### src/rtl/channel_worker_rsp.sv
// channel_worker_rsp: A/B fork-join responder answering on channel C.
// Optional stall watchdog compiled in with CHANNEL_WORKER_WATCHDOG_EN.
module channel_worker_rsp #(
    parameter int WIDTH    = 8,
    parameter int RESP_VAL = 42,
    parameter int CNT_W    = 16,
    parameter int TIMEOUT  = 1024
) (
    input  logic             clk,
    input  logic             rst,
    input  logic             a_valid,
    input  logic [WIDTH-1:0] a_data,
    output logic             a_ready,
    input  logic             b_valid,
    input  logic [WIDTH-1:0] b_data,
    output logic             b_ready,
    output logic             c_valid,
    output logic [WIDTH-1:0] c_data,
    input  logic             c_ready,
    output logic [CNT_W-1:0] txn_count,
    output logic             stall
);

    typedef enum logic [1:0] {
        IDLE,
        RECV,
        SEND
    } state_t;

    localparam logic [WIDTH-1:0] RESP_W = WIDTH'(RESP_VAL);

    state_t           state_q, state_d;
    logic             a_ready_q, a_ready_d;
    logic             b_ready_q, b_ready_d;
    logic             a_got_q, a_got_d;
    logic             b_got_q, b_got_d;
    logic [WIDTH-1:0] flag_q, flag_d;
    logic             c_valid_q, c_valid_d;
    logic [WIDTH-1:0] c_data_q, c_data_d;
    logic [CNT_W-1:0] txn_q, txn_d;

    logic a_hs, b_hs, c_hs, any_hs;

    // Readies are only ever high in RECV, c_valid only in SEND.
    assign a_hs   = a_valid && a_ready_q;
    assign b_hs   = b_valid && b_ready_q;
    assign c_hs   = c_valid_q && c_ready;
    assign any_hs = a_hs || b_hs || c_hs;

    // Next-state and output-register logic for the fork/join sequencer.
    always_comb begin
        state_d   = state_q;
        a_ready_d = a_ready_q;
        b_ready_d = b_ready_q;
        a_got_d   = a_got_q;
        b_got_d   = b_got_q;
        flag_d    = flag_q;
        c_valid_d = c_valid_q;
        c_data_d  = c_data_q;
        txn_d     = txn_q;
        unique case (state_q)
            IDLE: begin
                state_d   = RECV;
                a_ready_d = 1'b1;
                b_ready_d = 1'b1;
                a_got_d   = 1'b0;
                b_got_d   = 1'b0;
            end
            RECV: begin
                if (a_hs) begin
                    a_got_d   = 1'b1;
                    a_ready_d = 1'b0;
                    flag_d    = a_data;
                end
                // B is applied last so it wins a same-edge tie.
                if (b_hs) begin
                    b_got_d   = 1'b1;
                    b_ready_d = 1'b0;
                    flag_d    = b_data;
                end
                if (a_got_d && b_got_d) begin
                    state_d   = SEND;
                    a_ready_d = 1'b0;
                    b_ready_d = 1'b0;
                    c_valid_d = 1'b1;
                    c_data_d  = (flag_d != '0) ? RESP_W : '0;
                end
            end
            SEND: begin
                if (c_hs) begin
                    state_d   = RECV;
                    c_valid_d = 1'b0;
                    txn_d     = txn_q + 1'b1;
                    a_ready_d = 1'b1;
                    b_ready_d = 1'b1;
                    a_got_d   = 1'b0;
                    b_got_d   = 1'b0;
                end
            end
            default: begin
                state_d = IDLE;
            end
        endcase
    end

    // State and output registers; reset discards any transaction in flight.
    always_ff @(posedge clk or posedge rst) begin
        if (rst) begin
            state_q   <= IDLE;
            a_ready_q <= 1'b0;
            b_ready_q <= 1'b0;
            a_got_q   <= 1'b0;
            b_got_q   <= 1'b0;
            flag_q    <= '0;
            c_valid_q <= 1'b0;
            c_data_q  <= '0;
            txn_q     <= '0;
        end else begin
            state_q   <= state_d;
            a_ready_q <= a_ready_d;
            b_ready_q <= b_ready_d;
            a_got_q   <= a_got_d;
            b_got_q   <= b_got_d;
            flag_q    <= flag_d;
            c_valid_q <= c_valid_d;
            c_data_q  <= c_data_d;
            txn_q     <= txn_d;
        end
    end

    assign a_ready   = a_ready_q;
    assign b_ready   = b_ready_q;
    assign c_valid   = c_valid_q;
    assign c_data    = c_data_q;
    assign txn_count = txn_q;

`ifdef CHANNEL_WORKER_WATCHDOG_EN
    localparam int WD_W = $clog2(TIMEOUT + 1);
    localparam logic [WD_W-1:0] WD_MAX = WD_W'(TIMEOUT);

    logic [WD_W-1:0] wd_q, wd_d;
    logic            stall_q, stall_d;

    // Count quiet cycles, restarting on any handshake or state change.
    always_comb begin
        wd_d = wd_q;
        if (any_hs || (state_d != state_q)) begin
            wd_d = '0;
        end else if ((state_q != IDLE) && (wd_q != WD_MAX)) begin
            wd_d = wd_q + 1'b1;
        end
        stall_d = (wd_d == WD_MAX);
    end

    // Watchdog counter and registered stall flag.
    always_ff @(posedge clk or posedge rst) begin
        if (rst) begin
            wd_q    <= '0;
            stall_q <= 1'b0;
        end else begin
            wd_q    <= wd_d;
            stall_q <= stall_d;
        end
    end

    assign stall = stall_q;
`else
    logic unused_ok;
    assign unused_ok = any_hs;
    assign stall     = 1'b0;
`endif

endmodule

### config.mk
export PLATFORM = sky130hd
export DESIGN_NAME = channel_worker_rsp
export DESIGN_NICKNAME = d
export VERILOG_FILES = /design/src/rtl/channel_worker_rsp.sv
export SDC_FILE = /design/constraint.sdc
export NUM_CORES = 1
export LEC_CHECK = 0
export ABC_AREA = 1
export BUFFER_PORTS_ARGS = -buffer_cell sky130_fd_sc_hd__buf_2
export CAP_MARGIN = 30
export CELL_PAD_IN_SITES_DETAIL_PLACEMENT = 0
export CELL_PAD_IN_SITES_GLOBAL_PLACEMENT = 1
export CORE_MARGIN = 2
export CORE_UTILIZATION = 40
export DETAILED_ROUTE_END_ITERATION = 6
export PLACE_DENSITY_LB_ADDON = 0.3
export SLEW_MARGIN = 5
export SYNTH_ARGS = -nofsm -noshare
export SYNTH_HDL_FRONTEND = slang
export SYNTH_SLANG_ARGS = --single-unit
### constraint.sdc
create_clock -name clk -period 3.3 [get_ports clk]
set_clock_uncertainty 0.2 [all_clocks]
set_input_delay 0.66 -clock clk [delete_from_list [all_inputs] [get_ports clk]]
set_output_delay 0.66 -clock clk [all_outputs]
set_load 0.02 [all_outputs]
==> out/qor.csv <==
metric,value,unit
Ant. Diodes,0,
Synth Register Bits,32,
pin count of the biggest net entering global routing,33,
core area,4290,um2
initial antenna violation count,0,
RSZ-0062 raised after global routing,no,
grt met1 use,19.6,%
Final ANT Viol Nets,0,
hold_buf cts,0,
final core occ,48.4,%
area grow syn2layout,17.6,%
number of global-route vias before repair,1413,
DRT iter0 DRCs,54,
Via density,4.72,
area of the multi-input gates,832,um2
Storage cell area,801,um2
Reg-to-Reg End,txn_count[14]$_DFFE_PP0P_,
Setup WS post-layout,1390,ps
total gr overflow,0,
Synth cell types,25,
Ys Warns,0,
final net count,291,
global-route wire length before repair,6.26,mm
final worst-path cycle share,58.0,%
initial core utilization,41.2,%
CTS Sinks,32,
Pleak,0.00113,uW
H-tree depth,2,
CTS tree,built,
routed length per placed instance,11.4,um
outcome,"finished, final reports clean",
Setup Buffers After CTS,0,
full die area,4970,um2
most frequent cells in the layout,"nand2_1 (74), buf_2 (42), dfrtp_1 (32)",
DRT Wirelength,3.66,mm
CTS max path bufs,2,
post-route setup TNS,0,ps
# setup viols final,0,
fillcell total,441,
Via Count,1515,
Setup CP Type,reg2out,
max cap viols,0,
CP max FO,11,
worst vdd ir,0.314,mV
PortBufs,42,
area post-placement,1980,um2
Ports,49,
filler-free cell count of the finished design,321,
"Min Clock Period, post-route",1910,ps
share of layout cells above drive strength 1,25.3,%
crit end category,output pin,
Clock Tree Root,clkbuf_8,
GRT Total Usage,16.1,%
Final Hold Fails,0,
synthesized area,1770,um2
busiest layer in global routing,met2,
Finished Cell Area,2080,um2
max-slew violations,0,
met2 Use GR,26.4,%
drt drc,0,
reg2reg setup slack,1620,ps
worst path required time,2440,ps
Crit-path slowest cell,dfrtp_1,
max incr delay on CP,540,ps
Post-Syn Instances,226,
Cell Pwr Density,708,nW/um2
die width,70.5,um
# resized after CTS,0,
Min-Delay Path Class,in2async,
reg2reg path depth,10,
total CTS buffers,5,
crit start category,flop,
Final HPWL DP,2.69,mm
RePlAce Congestion,0.710,
"commonest non-fill, non-tap cell in the layout",nand2_1,
Crit path buffers/inverters,1,
FF-to-FF Start,txn_count[0]$_DFFE_PP0P_,
worst skew pair latency,290,ps
met3 usage,5.05,%
post-synthesis sequential area ratio,45.3,%
CP top delay family,flip-flops,
Arrival @ worst endpoint,1050,ps
Placement Rows,24,
clock-pin slew on the worst setup and hold paths,70,ps
Achievable Freq,523,MHz
dpl cells,314,
DIE HEIGHT,70.5,um
Post-Place Setup Slack,1300,ps
drt pass-1 iters,4,
mean post-synth cell area,7.82,um2
worst-path cell chain,buf_2,
-- area by class of cell --
cell class              instances  area share (%)
multi-input cells             169            40.0
flip-flops and latches         32            38.5
repair buffers                 43            10.5
clock buffers                   7            4.63
inverters                      18            3.25
well taps                      52            3.13
-- kinds of logic after synthesis --
family	count (synthesis)	share of synthesized area, %
adder cells (fa/ha/maj)	1	0.708
other	1	0.212
XOR/XNOR	12	5.94
flip-flops	32	45.3
buffers and inverters	30	8.70
AND/OR/NAND/NOR	134	34.5
AO/OA/AOI/OAI	16	4.67
-- power by group --
| group | switching [uW] | internal (uW) | leakage, uW |
|---|---|---|---|
| clock network | 140 | 186 | 0.0000503 |
| logic | 365 | 187 | 0.000673 |
| registers | 88.5 | 505 | 0.000408 |
| total | 594 | 878 | 0.00113 |
-- Yosys cell counts --
| master | instances | area [um2] |
|---|---|---|
| inv_2 | 1 | 3.75 |
| buf_6 | 1 | 11.3 |
| ha_1 | 1 | 12.5 |
| nand2_1 | 74 | 278 |
| xnor2_1 | 7 | 61.3 |
| nor2_8 | 1 | 20.0 |
| or2_1 | 1 | 6.26 |
| nor2_2 | 2 | 12.5 |
| o21ai_0 | 14 | 70.1 |
| nand2_2 | 5 | 31.3 |
| or2_2 | 7 | 43.8 |
| and2_1 | 1 | 6.26 |
| a21oi_1 | 1 | 5.00 |
| buf_2 | 3 | 15.0 |
| dfrtp_1 | 32 | 801 |
| nor2_4 | 1 | 11.3 |
| nand4_1 | 2 | 12.5 |
| xor2_1 | 5 | 43.8 |
| conb_1 | 1 | 3.75 |
| nand2_4 | 1 | 11.3 |
| buf_4 | 8 | 60.1 |
| nand3_1 | 24 | 120 |
| o21a_1 | 1 | 7.51 |
| inv_1 | 17 | 63.8 |
| nor2_1 | 15 | 56.3 |
-- per-stage QoR --
step           hold slack [ps]  total power, uW
6_report                   249             1470
5_1_grt                    289             1610
4_1_cts                    257             1490
3_5_place_dp               277             1160
3_3_place_gp               269             1160
2_1_floorplan              253             1040
-- state kept, by name, summed over array words and instances (netlist names) --
register / flops
a_ready: 1
txn_count: 16
state_q: 2
b_got_q: 1
a_got_q: 1
c_valid: 1
c_data: 1
flag_q: 8
b_ready: 1
-- layer usage --
layer,vias up,share of wire (%)
met5,-,0
met4,0,1.6
met3,7,6.6
met2,34,48
met1,698,44
li1,776,-
-- how the worst max path moves through the flow --
stage,start,end,depth (start not counted)
detailed placement,b_valid,c_data[3]$_DFFE_PP0P_,9
CTS,a_ready$_DFFE_PP0P_,a_ready,1
floorplan,txn_count[0]$_DFFE_PP0P_,txn_count[14]$_DFFE_PP0P_,10
global placement,b_valid,c_data[3]$_DFFE_PP0P_,9
global route,a_ready$_DFFE_PP0P_,a_ready,1
finish,a_ready$_DFFE_PP0P_,a_ready,1
No activity file was read; power rests on OpenSTA's default activity.
